$ cat config.mk
export PLATFORM = sky130hd
export DESIGN_NAME = syn_down
export DESIGN_NICKNAME = d
export VERILOG_FILES = /design/src/rtl/syn_down.sv
export SDC_FILE = /design/constraint.sdc
export NUM_CORES = 1
export LEC_CHECK = 0
export ABC_AREA = 1
export CORE_MARGIN = 2
export CORE_UTILIZATION = 35
export DETAILED_ROUTE_END_ITERATION = 8
export PLACE_DENSITY = 0.61
export RECOVER_POWER = 25
export SYNTH_ARGS = -nofsm -noshare
export SYNTH_HDL_FRONTEND = slang
export SYNTH_SLANG_ARGS = --single-unit
$ cat constraint.sdc
create_clock -name clk -period 1.4 [get_ports clk]
set_input_delay 0.21 -clock clk [delete_from_list [all_inputs] [get_ports clk]]
set_output_delay 0.21 -clock clk [all_outputs]
set_load 0.05 [all_outputs]
$ cat src/rtl/syn_down.sv
// syn_down: fully synchronous loadable down-counter with a one-cycle
// terminal-count pulse and optional auto-reload. The FSM state is fully
// visible on the outputs: busy marks RUN, done marks DONE, and neither
// being set means IDLE.
module syn_down #(
    parameter int WIDTH = 4
) (
    input  logic             clk,
    input  logic             rst,
    input  logic             load,
    input  logic [WIDTH-1:0] load_val,
    input  logic             en,
    input  logic             auto_reload,
    output logic [WIDTH-1:0] q,
    output logic             tc,
    output logic             busy,
    output logic             done,
    output logic             zero
);

    typedef enum logic [1:0] {
        S_IDLE = 2'd0,
        S_RUN  = 2'd1,
        S_DONE = 2'd2
    } state_t;

    state_t           state_q;
    state_t           state_d;
    logic [WIDTH-1:0] q_r;
    logic [WIDTH-1:0] q_d;
    logic [WIDTH-1:0] reload_r;
    logic [WIDTH-1:0] reload_d;
    logic             tc_r;
    logic             tc_d;

    // Register stage: reset wins over everything, otherwise take next values.
    always_ff @(posedge clk) begin
        if (rst) begin
            state_q  <= S_IDLE;
            q_r      <= '0;
            reload_r <= '0;
            tc_r     <= 1'b0;
        end else begin
            state_q  <= state_d;
            q_r      <= q_d;
            reload_r <= reload_d;
            tc_r     <= tc_d;
        end
    end

    // Next-state logic: load beats counting; tc only on the terminal step.
    always_comb begin
        state_d  = state_q;
        q_d      = q_r;
        reload_d = reload_r;
        tc_d     = 1'b0;
        if (load) begin
            q_d      = load_val;
            reload_d = load_val;
            state_d  = (load_val != '0) ? S_RUN : S_IDLE;
        end else begin
            case (state_q)
                S_RUN: begin
                    // RUN is only ever entered with a non-zero count, and a
                    // reload value that is itself non-zero, so q >= 1 here.
                    if (en) begin
                        if (q_r == WIDTH'(1)) begin
                            tc_d = 1'b1;
                            if (auto_reload) begin
                                q_d = reload_r;
                            end else begin
                                q_d     = '0;
                                state_d = S_DONE;
                            end
                        end else begin
                            q_d = q_r - WIDTH'(1);
                        end
                    end
                end
                S_IDLE, S_DONE: begin
                    q_d = q_r;
                end
                default: begin
                    state_d = S_IDLE;
                    q_d     = '0;
                end
            endcase
        end
    end

    assign q    = q_r;
    assign tc   = tc_r;
    assign busy = (state_q == S_RUN);
    assign done = (state_q == S_DONE);
    assign zero = (q_r == '0);

endmodule

Word level (Yosys, flattened, before mapping)
Cells that the tools add are included.
{"block": "totals", "reg_bits": 11, "in_bits": 9, "out_inout_bits": 8, "elab_cells": 33}
{"block": "op_classes", "n_addsub": 1, "eq_ne": 7, "mux": 12, "bitwise_logic": 2, "n_reduce_logical": 7}
{"op": "$mux W4", "count": 4}
{"op": "$mux W2", "count": 4}
{"op": "$pmux W4 S2", "count": 1}
{"op": "$ne A3 B3 Y1 const B", "count": 2}
{"op": "$eq A4 B1 Y1 const B", "count": 1}
{"op": "$logic_not A4 Y1", "count": 1}
{"op": "$pmux W2 S2", "count": 1}
{"op": "$reduce_and A4 Y1", "count": 1}
{"op": "$reduce_bool A4 Y1", "count": 1}
{"op": "$reduce_or A4 Y1", "count": 1}
{"op": "$sub A4 B1 Y4 const B", "count": 1}
{"op": "$ne A3 B2 Y1 const B", "count": 1}
{"op": "$eq A2 B1 Y1 const B", "count": 1}
{"op": "$eq A2 B2 Y1 const B", "count": 1}
{"op": "$logic_not A2 Y1", "count": 1}
{"op": "$mux W1", "count": 2}
{"op": "$ne A2 B2 Y1 const B", "count": 1}
{"op": "$not A1 Y1", "count": 2}
{"op": "$reduce_and A2 Y1", "count": 1}
{"op": "$reduce_or A2 Y1", "count": 1}

Logic depth before layout (Yosys ltp)
Gate-level depths: netlist (run 1).
{"block": "depth", "word_depth": 5, "ltp_mapped": 8, "ltp_nobuf": 8}

Worst setup path after synthesis (run 1)
No wires, ideal clock.
{"block": "synth_timing", "kind": "flip-flop to output port", "start": "reg q_r[0] (netlist: q[0])", "end": "out zero", "arrival_time_ns": 1.494, "required_ns": 1.190, "slack_ns": -0.304, "path_stages_with_launch": 5, "path_buffers": 0, "path_cell_list": "dfxtp_1 > inv_1 > ha_1 > inv_1 > nor2_1"}
{"block": "synth_via", "elab_chain_len": 1}
{"element": "start: declaration", "line_no": "29", "source": "logic [WIDTH-1:0] q_r;"}
{"element": "start signal: assignment", "line_no": "45", "source": "q_r <= q_d;"}
{"element": "$logic_not A4 Y1", "line_no": "95", "source": "assign zero = (q_r == '0);"}
{"element": "end: declaration", "line_no": "18", "source": "output logic zero"}
Every way passes these cells.

Worst setup path after layout (run 1)
{"block": "layout_timing", "start": "reg q_r[1] (netlist: q[1])", "end": "out zero"}
The elaborated chain is that of the path after synthesis.

==> results of run 1 <==
## metrics by stage
stage | hold WS (ns) | std cells
after detailed placement | 0.445 | 134
after CTS | 0.455 | 138
after global routing | 0.470 | 142
after global placement | 0.444 | 134
final | 0.455 | 142
after floorplan | 0.348 | 91
## synth_stat cells
library cell / n / area share, %
nand2_2: 4 / 4.0
xnor2_1: 1 / 1.4
nor2_4: 3 / 5.4
o21ai_1: 4 / 3.2
dfxtp_1: 11 / 35
nand3_1: 5 / 4.0
inv_1: 15 / 9.0
a21oi_1: 9 / 7.2
o21ai_2: 1 / 1.4
o21ai_0: 3 / 2.4
nand4_1: 2 / 2.0
nor2_1: 7 / 4.2
ha_1: 3 / 6.0
inv_2: 1 / 0.60
nand2_1: 19 / 11
clkbuf_1: 1 / 0.60
or2_0: 2 / 2.0
## repair_timing
action	in CTS	in global routing
setup endpoints to repair	1	1
resized for setup	3	6
setup buffers	0	4
endpoints found under the hold margin	0	0
pin swaps	1	2
## cell type report
type | count | area share (%)
sequential | 11 | 23.0
inverter | 16 | 6.55
tap | 25 | 3.15
clock buffer | 4 | 2.64
timing repair buffer | 23 | 28.7
multi-input combinational | 63 | 35.9
## registers in the layout (all words and copies together) (netlist names)
name	cells
q	4
reload_r	4
state_q	2
tc	1
## layer usage
| layer | global-route usage (%) | vias to the layer above | part of all wire [%] |
|---|---|---|---|
| li1 | - | 335 | - |
| met1 | 20.5 | 279 | 47 |
| met2 | 23.9 | 21 | 46 |
| met3 | 1.18 | 6 | 4.1 |
| met4 | 12.0 | 0 | 2.5 |
| met5 | 0 | - | 0 |
## worst reg2reg max path, stage by stage (launching register included)
cell and delay, ns:
dfxtp_4 0.37, inv_4 0.08, ha_1 0.22, nand2_2 0.13, or2_0 0.21, nand3_1 0.08
a21oi_1 0.06
## worst paths after layout
kind	slack, ns	from	cells past startpoint	endpoint
worst max-delay path	0.02	q[1]$_SDFFE_PP0P_	5	zero
worst min-delay path	0.45	reload_r[3]$_SDFFE_PP0P_	2	reload_r[3]$_SDFFE_PP0P_
worst max register to register	0.13	q[1]$_SDFFE_PP0P_	6	q[2]$_SDFFE_PP0P_
worst min register to register	0.45	reload_r[3]$_SDFFE_PP0P_	2	reload_r[3]$_SDFFE_PP0P_
## where the power goes
| part | switching (uW) | total [uW] | internal, uW |
|---|---|---|---|
| Clock | 107 | 218 | 110 |
| Combinational | 160 | 298 | 138 |
| Sequential | 21.6 | 352 | 331 |
## cell families (layout without fill, tap and decap cells)
group,after synthesis,in the layout,synth area share [%]
fa+ha+maj,3,3,6.00
buf+inv,17,43,10.2
xor+xnor,1,1,1.40
compound gates,17,17,14.2
flops,11,11,35.2
simple gates,42,42,33.0
==> out/qor.csv, run 1 <==
stage,metric,value,unit
run_status,outcome,finished clean,
pwr,total_power,869,uW
timing,slew_viol_final,0,
finish,final-seq-area,229,um^2
route,vias,641,
clock_network,cts_tree,yes,
clock_network,worstSkewPairLatency,0.27,ns
finish,finalInstanceArea,993,um^2
route,routed_via_density,4.51,
clock_network,cts_sinks,11,
clock_network,clk_pin_slew,0.07,ns
route,avgRoutedWirePerCell,10.6,um
route,firstDrtPassIters,4,
timing,max_slew_margin,66.8,%
yosys,avgSynthCellArea,6.87,um^2
timing,worstMarginPinSlew,0.497,ns
clock_network,cts_root_buf,clkbuf_4,
finish,layout-drive-gt1-share,28.2,%
timing,skew,0.00671,ns
placement,place_area,921,um^2
critical_path,slowest_delay,0.37,ns
yosys,synthCells,91,
finish,syn_to_final_growth,58.8,%
finish,layout_common_cells,"nand2_1 (19), inv_1 (13), a21oi_1 (9)",
clock_network,cts_buffer_depth,2,
floorplan,start_util,36.6,%
finish,fillerInstances,163,
route,ant_nets,0,
critical_path,end_kind,output port,
run,maxCapViolCount,0,
yosys,synth_warnings,0,
finish,multi_input_area,357,um^2
clock_network,cts_buffers,3,
clock_network,postCtsHoldBufs,0,
route,routed_wl,1510,um
grt,grt_use_total,15.8,%
finish,final_common_cell,nand2_1,
critical_path,cp_slowest_cell,dfxtp_4,
min_path,hold_path.class,register to register,
route,drt-initial-drc-count,15,
timing,fin_crit,1.38,ns
grt,grt_pass1_wl,2330,um
placement,io_buffers,16,
timing,period_share,98.8,%
timing,timing.fmax,723,MHz
floorplan,die_h,46.3,um
floorplan,core,0.00171,mm^2
critical_path,arrival,1.17,ns
pwr,power.density,874,mW/mm^2
floorplan,dieArea,0.00214,mm^2
critical_path,worst-path-max-fanout,4,
finish,postLayoutCoreUtil,58.2,%
grt,grt_pass1_vias,544,
placement,gp_congestion,0.794,
floorplan,dieWidth,46.3,um
pwr,peakVddDrop,0.000456,V
yosys,synthesis.nets,103,
placement,place_ws,-0.0871,ns
timing,setup_viol,0,
timing,fin_ws,0.0175,ns
critical_path,path_cells,"inv_4, ha_4, inv_1, nor2_2, buf_12",
timing,fin_setup_tns,0,ns
timing,hold_violations,0,
floorplan,io_pins,17,
grt,antenna_found_initial,0,
yosys,netlist_area,626,um^2
critical_path,critPathKind,register to output port,
critical_path,startpoint_type,register,
placement,dp_hpwl,1200,um
yosys,synth_cell_types,17,
critical_path,cpLargestDelayFamily,flip-flops,
critical_path,path_buf_inv,3,
yosys,ys_ff_latch,11,
yosys,synth-seq-area-share,35.2,%
grt,grt_max_degree,8,
finish,diodes,0,
floorplan,rows,15,
pwr,p_leak,0.000444,uW
grt,gr-total-overflow,0,
clock_network,cts_max_level,1,
critical_path,critPathRequiredTime,1.19,ns
finish,finish.net_count,130,
route,route.detailed.drc,0,
Note: power is estimated with default switching activity, not from simulation.
==> inputs of run 2 (changes only) <==
--- a/config.mk
+++ b/config.mk
@@ -6,10 +6,13 @@
 export NUM_CORES = 1
 export LEC_CHECK = 0
 export ABC_AREA = 1
+export CAP_MARGIN = 5
+export CORE_ASPECT_RATIO = 0.75
 export CORE_MARGIN = 2
 export CORE_UTILIZATION = 35
 export DETAILED_ROUTE_END_ITERATION = 8
-export PLACE_DENSITY = 0.61
+export DONT_BUFFER_PORTS = 1
+export PLACE_DENSITY = 0.49
 export RECOVER_POWER = 25
 export SYNTH_ARGS = -nofsm -noshare
 export SYNTH_HDL_FRONTEND = slang
==> out/qor.csv, run 2 (synthesis gave the netlist of run 1 again) <==
stage,metric,value,unit,change
placement,gp_congestion,0.908,,was 0.794
clock_network,cts_max_level,1,,unchanged
grt,grt_pass1_vias,483,,was 544
grt,grt_use_total,15.8,%,about the same
timing,fin_ws,0.0645,ns,was 0.0175 ns
route,routed_wl,1530,um,was 1510 um
floorplan,dieWidth,52.8,um,was 46.3 um
floorplan,rows,13,,was 15
critical_path,path_buf_inv,2,,was 3
grt,grt_pass1_wl,2220,um,was 2330 um
run_status,outcome,finished clean,,unchanged
floorplan,io_pins,17,,unchanged
placement,io_buffers,0,,was 16
timing,period_share,95.4,%,was 98.8%
finish,multi_input_area,357,um^2,unchanged
timing,skew,0.00413,ns,was 0.00671 ns
clock_network,worstSkewPairLatency,0.27,ns,about the same
finish,fin_cells,127,,was 142
clock_network,cts_tree,yes,,unchanged
finish,finalInstanceArea,796,um^2,was 993 um^2
clock_network,cts_sinks,11,,unchanged
pwr,power.density,1010,mW/mm^2,was 874 mW/mm^2
grt,gr-total-overflow,0,,unchanged
placement,place_area,712,um^2,was 921 um^2
route,route.met2.wl,636,um,was 695 um
critical_path,critPathRequiredTime,1.55,ns,was 1.19 ns
floorplan,start_util,36.6,%,unchanged
clock_network,cts_buffers,3,,unchanged
floorplan,die_h,40.6,um,was 46.3 um
finish,syn_to_final_growth,27.2,%,was 58.8%
route,routed_via_density,4.58,,was 4.51
timing,timing.fmax,749,MHz,was 723 MHz
route,wl_met1,776,um,was 711 um
finish,fillerInstances,186,,was 163
route,drt-initial-drc-count,11,,was 15
route,route.detailed.drc,0,,unchanged
placement,dp_hpwl,1100,um,was 1200 um
finish,final-seq-area,225,um^2,was 229 um^2
critical_path,arrival,1.49,ns,was 1.17 ns
route,met3_length,89,um,was 62 um
grt,antenna_found_initial,0,,unchanged
critical_path,cp_slowest_cell,dfxtp_4,,unchanged
pwr,p_leak,0.000355,uW,was 0.000444 uW
route,vias,582,,was 641
floorplan,dieArea,0.00215,mm^2,was 0.00214 mm^2
critical_path,startpoint_type,register,,unchanged
pwr,peakVddDrop,0.000495,V,was 0.000456 V
clock_network,cts_buffer_depth,2,,unchanged
run,maxCapViolCount,0,,unchanged
timing,rsz0062_at_grt,false,,
critical_path,end_kind,register,,was output port
clock_network,cts_root_buf,clkbuf_4,,unchanged
grt,grt_max_degree,9,,was 8
critical_path,slowest_delay,0.35,ns,was 0.37 ns
route,firstDrtPassIters,4,,unchanged
timing,slew_viol_final,0,,unchanged
placement,place_ws,0.176,ns,was -0.0871 ns
timing,max_slew_margin,68.8,%,was 66.8%
route,ant_nets,0,,unchanged
critical_path,cpLargestDelayFamily,flip-flops,,unchanged
critical_path,worst-path-max-fanout,7,,was 4
timing,fin_setup_tns,0,ns,unchanged
timing,worstMarginPinSlew,0.468,ns,was 0.497 ns
critical_path,path_cells,"buf_4, ha_1, nand2_2, nand2_1, o21ai_1, inv_1, a21oi_1, nor2_1",,"was inv_4, ha_4, inv_1, nor2_2, buf_12"
finish,diodes,0,,unchanged
finish,finish.net_count,118,,was 130
finish,final_common_cell,nand2_1,,unchanged
timing,hold_violations,0,,unchanged
clock_network,clk_pin_slew,0.07,ns,about the same
route,highest_layer,met4,,unchanged
critical_path,critPathKind,register to register,,was register to output port
placement,dp_cells,118,,was 134
route,avgRoutedWirePerCell,12.0,um,was 10.6 um
finish,layout-drive-gt1-share,27.6,%,was 28.2%
min_path,hold_path.class,primary input to register,,was register to register
timing,setup_viol,0,,unchanged
floorplan,core,0.00171,mm^2,unchanged
finish,layout_common_cells,"nand2_1 (19), inv_1 (12), a21oi_1 (9), buf_4 (9), dfxtp_1 (9)",,"was nand2_1 (19), inv_1 (13), a21oi_1 (9)"
timing,fin_crit,1.34,ns,was 1.38 ns
==> run 2: final timing paths <==
check | start | to | slack, ns | depth (start not counted)
worst max-delay path | q[0]$_SDFFE_PP0P_ | q[0]$_SDFFE_PP0P_ | 0.06 | 8
worst max register to register | q[0]$_SDFFE_PP0P_ | q[0]$_SDFFE_PP0P_ | 0.06 | 8
worst min register to register | reload_r[0]$_SDFFE_PP0P_ | reload_r[0]$_SDFFE_PP0P_ | 0.47 | 2
worst min-delay path | en | tc$_SDFF_PP0_ | 0.09 | 2
==> run 2: area by class of cell <==
class,count,share of cell area (%)
multi-input cells,63,44.8
flip-flops and latches,11,28.3
repair buffers,11,12.3
inverters,16,7.86
well taps,22,3.46
clock buffers,4,3.30
==> run 2: metal layers <==
layer  track usage (%)  vias to the layer above
li1                  -                      313
met4              10.9                        0
met1              20.5                      250
met3              5.84                        4
met2              21.9                       15
met5                 0                        -
==> run 2: per-stage QoR <==
| step | hold slack (ns) | power (uW) | util, % |
|---|---|---|---|
| 4_1_cts | 0.0828 | 798 | 43.8 |
| 5_1_grt | 0.0770 | 847 | 46.6 |
| 3_5_place_dp | 0.276 | 565 | 41.7 |
| 6_report | 0.0905 | 801 | 46.6 |
| 3_3_place_gp | 0.277 | 565 | 41.7 |
| 2_1_floorplan | 0.348 | 512 | - |
==> run 2: power by group <==
| part | switching, uW | internal, uW |
|---|---|---|
| Sequential | 18.0 | 331 |
| Combinational | 147 | 83.9 |
| Clock | 111 | 110 |
==> run 2: timing repair <==
item | CTS | global route
setup endpoints to repair | 1 | 1
gates resized for setup | 2 | 5
gates cloned | 0 | 0
buffers inserted | 0 | 4
pin swaps | 0 | 1
hold buffers | 1 | 0
endpoints found under the hold margin | 8 | 0
==> patch 1: new RTL, settings of run 2 <==
`WIDTH`: 4 -> 5.
--- a/src/rtl/syn_down.sv
+++ b/src/rtl/syn_down.sv
@@ -5,3 +5,3 @@
 module syn_down #(
-    parameter int WIDTH = 4
+    parameter int WIDTH = 5
 ) (
Ports: changed (resized load_val and q); port bits go from 17 to 19. The function was not compared with the original's and may differ.
==> patch 1 against run 2 <==
  * Largest cell class unchanged
  * Power grew 23%
  * Sequential cell count up 2
  * Design area rose by 35%
  * Final cell count grew 29%
  * Routed wire length is 32% higher
  * Setup slack worse by 64 ps
  * Synthesized area is 27% higher
  * Global-route usage is 1.7 points higher
==> patch 1: results (changes against run 2) <==
Via density per instance: 4.902 (+7.0%)
Number of CTS-inserted buffers: 3 (unchanged)
Wire length of the first global-routing pass: 3429 microns (+54%)
Maximum fanout along the worst path: 2 (-5)
Layout cells sized above 1: 0.2571 (-0.01905)
Library cells used by synthesis: 20 (+3)
R2r worst-path depth: 10 (+2)
Sequential fraction of the synthesis area: 0.3276 (-0.02444)
DRC violation total after the first TritonRoute iteration: 37 (+26)
Post-placement setup slack: 49.39 ps (-127.0 ps)
Run status: finished clean
Reg-to-reg setup timing slack: 30 ps (-30 ps)
Critical Path AT: 1190 ps (-300 ps)
Placed instance area: 908.4 sq um (+28%)
Largest net degree at the start of global routing: 10 (+1)
Largest cells by area after synthesis: dfxtp_1 (33%), nand2_1 (16%), inv_1 (8.0%), nor2_1 (7.6%), a21oi_1 (5.0%)
Routed Wire Length: 2013 microns (+32%)
Cell with the most instances after synthesis: nand2_1
Number of nets in the final layout: 154 (+31%)
Crit Reg-Reg Startpoint: q[1]
Detail Placement HPWL: 1457 microns (+32%)
Number of global-route vias before repair: 756 (+57%)
Worst hold start: load
Static Leakage: 0.5038 nW (+42%)
Post-synthesis net count: 133 (+29%)
Hold-critical path endpoint: state_q[0]
IR Drop Worst-Case VDD: 0.3926 mV (-21%)
Post-route clock skew: 1.560 ps (-2.574 ps)
Worst hold margin: 91.67 ps (+1.140 ps)
Worst-skew pair later-pin latency: 290 ps (+20 ps)
Post-synth top cells: nand2_1 (33), inv_1 (17), nor2_1 (16)
R2R Path End: q[2]
Last weighted congestion value of the routability-driven placer: 0.8187 (-9.8%)
Register clock-pin slew on the reported worst setup and hold paths: 90 ps (+20 ps)
Normalized max-slew margin: 0.6779 (-0.009633)
-- patch 1: worst max-delay path by stage --
stage / from / slack [ps] / to / cells after the start
2_1_floorplan: q[4] / 2 / q[0] / 7
3_3_place_gp: q[1] / 60 / q[4] / 10
3_5_place_dp: q[1] / 50 / q[4] / 10
4_1_cts: q[1] / -30 / zero / 6
5_1_grt: q[1] / -70 / q[4] / 12
6_report: q[1] / 0.01 / zero / 6
-- patch 1: cell families (layout without fill, tap and decap cells) --
| family | count (synthesis) | count (layout) | synth area share |
|---|---|---|---|
| XOR/XNOR | 1 | 1 | 0.01103 |
| AO/OA/AOI/OAI | 14 | 14 | 0.08818 |
| adder cells (fa/ha/maj) | 3 | 3 | 0.04725 |
| buffers and inverters | 21 | 41 | 0.1008 |
| AND/OR/NAND/NOR | 68 | 68 | 0.4252 |
| flip-flops | 13 | 13 | 0.3276 |
-- patch 1: stage by stage --
| step | cells | util |
|---|---|---|
| after floorplan | 120 | - |
| after global placement | 151 | 0.4395 |
| after detailed placement | 151 | 0.4395 |
| after CTS | 163 | 0.5018 |
| after global routing | 164 | 0.5194 |
| final | 164 | 0.5194 |
-- patch 1: final cells by class --
| type | instances | area (sq um) |
|---|---|---|
| flip-flops and latches | 13 | 265.3 |
| clock buffers | 3 | 22.52 |
| clock inverters | 1 | 5.005 |
| multi-input cells | 86 | 504.2 |
| repair buffers | 18 | 170.2 |
| fillers | 208 | 993.5 |
| well taps | 24 | 30.03 |
| inverters | 19 | 76.32 |
-- patch 1: what timing repair did --
| action | 4_1_cts | 5_1_grt |
|---|---|---|
| cloned | 0 | 0 |
| buffers inserted | 2 | 1 |
| pin swaps | 4 | 5 |
| gates resized for setup | 8 | 7 |
| endpoints found under the hold margin | 13 | 0 |
| endpoints found under the setup margin | 1 | 7 |
| hold buffers | 6 | 0 |
-- patch 1: per-layer routing --
metal  GRT usage  vias to the layer above  share of wire
met2      0.2644                       34           0.40
met4     0.05455                        0          0.014
li1            -                      423              -
met5           0                        -              0
met3     0.07450                        7          0.093
met1      0.2277                      340           0.49
-- patch 1: power breakdown --
group,internal (mW),switching (mW),leakage (nW)
Clock,0.106,0.139,0.0177
Combinational,0.134,0.197,0.378
Sequential,0.390,0.0220,0.108
-- patch 1: critical path, delay by kind of cell (launching register included) --
family | cells | cell delay, ps
DFF | 1 | 360
buffers and inverters | 3 | 280
and+or+nand+nor | 2 | 130
adders and majority gates | 1 | 120
==> patch 2: new RTL, config.mk and constraints of run 2 <==
Made on the original files. Add an input register stage for `load`, `load_val`, `en` and `auto_reload`, without a reset; this delays them by one clock.
--- a/src/rtl/syn_down.sv
+++ b/src/rtl/syn_down.sv
@@ -25,2 +25,14 @@
     } state_t;
+
+    logic load_q;
+    logic [WIDTH-1:0] load_val_q;
+    logic en_q;
+    logic auto_reload_q;
+
+    always_ff @(posedge clk) begin
+        load_q        <= load;
+        load_val_q    <= load_val;
+        en_q          <= en;
+        auto_reload_q <= auto_reload;
+    end
 
@@ -56,6 +68,6 @@
         tc_d     = 1'b0;
-        if (load) begin
-            q_d      = load_val;
-            reload_d = load_val;
-            state_d  = (load_val != '0) ? S_RUN : S_IDLE;
+        if (load_q) begin
+            q_d      = load_val_q;
+            reload_d = load_val_q;
+            state_d  = (load_val_q != '0) ? S_RUN : S_IDLE;
         end else begin
@@ -65,6 +77,6 @@
                     // reload value that is itself non-zero, so q >= 1 here.
-                    if (en) begin
+                    if (en_q) begin
                         if (q_r == WIDTH'(1)) begin
                             tc_d = 1'b1;
-                            if (auto_reload) begin
+                            if (auto_reload_q) begin
                                 q_d = reload_r;
Function: changed (Yosys sat finds a counterexample within 4 cycles, from zero or initial values and one cycle with rst high).
==> patch 2 against run 2 <==
  * Setup slack lost 43 ps
  * Count of clock-buffer cells in the layout stayed put
  * Clock power is 42% higher
  * Design area increased by 30%
  * Power rose by 41%
  * Sequential cell count increased by 7
  * Global-route usage is 1.1 points lower
  * Synthesized area is 23% higher
  * Routed wire length is 11% higher
  * Worst hold slack worse by 20 ps
  * Critical path type is now register to output pin
==> patch 2: results (changes against run 2) <==
Post-synth top cells: nand2_1 (22), dfxtp_1 (18), inv_1 (13), nor2_1 (13), a21oi_1 (8)
Number of antenna violations at the first check in global routing: 0 (unchanged)
Normalized max-slew margin: 0.6859 (-0.001594)
Largest net degree at the start of global routing: 11 (+2)
Run status: finished clean
Warning count from the yosys run: 0 (unchanged)
Library cells used by synthesis: 20 (+3)
Crit Reg-Reg Startpoint: q[1]
Sequential fraction of the synthesis area: 0.4668 (+0.1148)
Global routing met3 resource utilization: 0.05263 (-0.005763)
Met2 GRT Util: 0.2295 (+0.01080)
Post-synthesis net count: 115 (+12%)
Number of nets in the final layout: 138 (+17%)
Number of global-route vias before repair: 655 (+36%)
Wire length of the first global-routing pass: 2766 microns (+25%)
Static Leakage: 0.4699 nW (+33%)
Placed instance area: 860.8 sq um (+21%)
DRC violation total after the first TritonRoute iteration: 5 (-6)
Largest cells by area after synthesis: dfxtp_1 (47%), nand2_1 (11%), inv_1 (6.3%), nor2_1 (6.3%), a21oi_1 (5.2%)
IR Drop Worst-Case VDD: 0.6437 mV (+30%)
Critical Path AT: 1170 ps (-320 ps)
Maximum fanout along the worst path: 2 (-5)
Last weighted congestion value of the routability-driven placer: 0.8593 (-5.3%)
Post-route clock skew: 6.410 ps (+2.276 ps)
Worst hold start: rst
Register clock-pin slew on the reported worst setup and hold paths: 100 ps (+30 ps)
Global-route usage over all layers: 0.1471 (-0.01095)
Layout cells sized above 1: 0.2619 (-0.01429)
Maximum level of the CTS H-tree: 1 (unchanged)
Bufs on Longest Clock Path: 2 (unchanged)
Routed Wire Length: 1701 microns (+11%)
Met1 track demand over resource: 0.1876 (-0.01724)
Reg-to-reg setup timing slack: 120 ps (+60 ps)
patch 2: changes by cell type after synthesis, sizes merged, moves of 2 or more:
cell and delta:
or2 -2, nand3 +3, o21ai -2, dfxtp +7, nor2 +5, nand2 +2
patch 2: worst paths after layout:
check                                    to  cells after the start
worst min-delay path             state_q[0]                      3
worst min register to register  reload_r[2]                      2
worst max register to register         q[0]                      8
worst max-delay path                   zero                      4
patch 2: per-stage QoR:
| stage | TNS [ps] | utilization | worst slack [ps] | std cells | hold slack, ps |
|---|---|---|---|---|---|
| 2_1_floorplan | 0 | - | 27.64 | 104 | 237.7 |
| 3_3_place_gp | 0 | 0.4200 | 179.6 | 134 | 237.8 |
| 3_5_place_dp | 0 | 0.4200 | 190.4 | 134 | 237.8 |
| 4_1_cts | -9.062 | 0.5043 | -9.062 | 150 | 68.07 |
| 5_1_grt | -36.30 | 0.5055 | -36.30 | 150 | 80.55 |
| 6_report | 0 | 0.5055 | 21.35 | 150 | 71.01 |
patch 2: routing by layer:
| metal | share of wire | wire length, microns | vias up |
|---|---|---|---|
| met4 | 0.0076 | 13 | 0 |
| met1 | 0.47 | 802 | 321 |
| met3 | 0.052 | 88 | 2 |
| met2 | 0.47 | 796 | 12 |
| li1 | - | - | 376 |
| met5 | 0 | 0 | - |
patch 2: what timing repair did:
item / in CTS / in global routing
pin swaps: 3 / 1
setup endpoints to repair: 1 / 4
resized for setup: 9 / 1
setup buffers: 4 / 0
hold endpoints to repair: 15 / 0
hold buffers: 8 / 0
patch 2: layout make-up:
class | instances | share of cell area
multi-input cells | 69 | 0.3647
clock buffers | 4 | 0.03502
repair buffers | 19 | 0.1570
flip-flops and latches | 18 | 0.3539
inverters | 16 | 0.06039
well taps | 24 | 0.02899
patch 2: logic make-up (layout without fill, tap and decap cells):
family / Yosys count / after routing / synth area share
AOI/OAI and AO/OA: 15 / 15 / 0.1054
adders and majority gates: 2 / 2 / 0.03241
buffers and inverters: 17 / 39 / 0.08266
DFF: 18 / 18 / 0.4668
and+or+nand+nor: 52 / 52 / 0.3128
patch 2: critical path, cell delays in order (launching register included):
cell and delay, ps:
dfxtp_4 370, inv_4 60, ha_4 130, nand2_4 50
nor2_4 270
patch 2: power breakdown:
| group | total [mW] | switching (mW) | leakage (nW) | internal (mW) |
|---|---|---|---|---|
| logic | 0.246 | 0.152 | 0.298 | 0.0943 |
| registers | 0.567 | 0.0265 | 0.151 | 0.541 |
| clock network | 0.316 | 0.158 | 0.0210 | 0.158 |
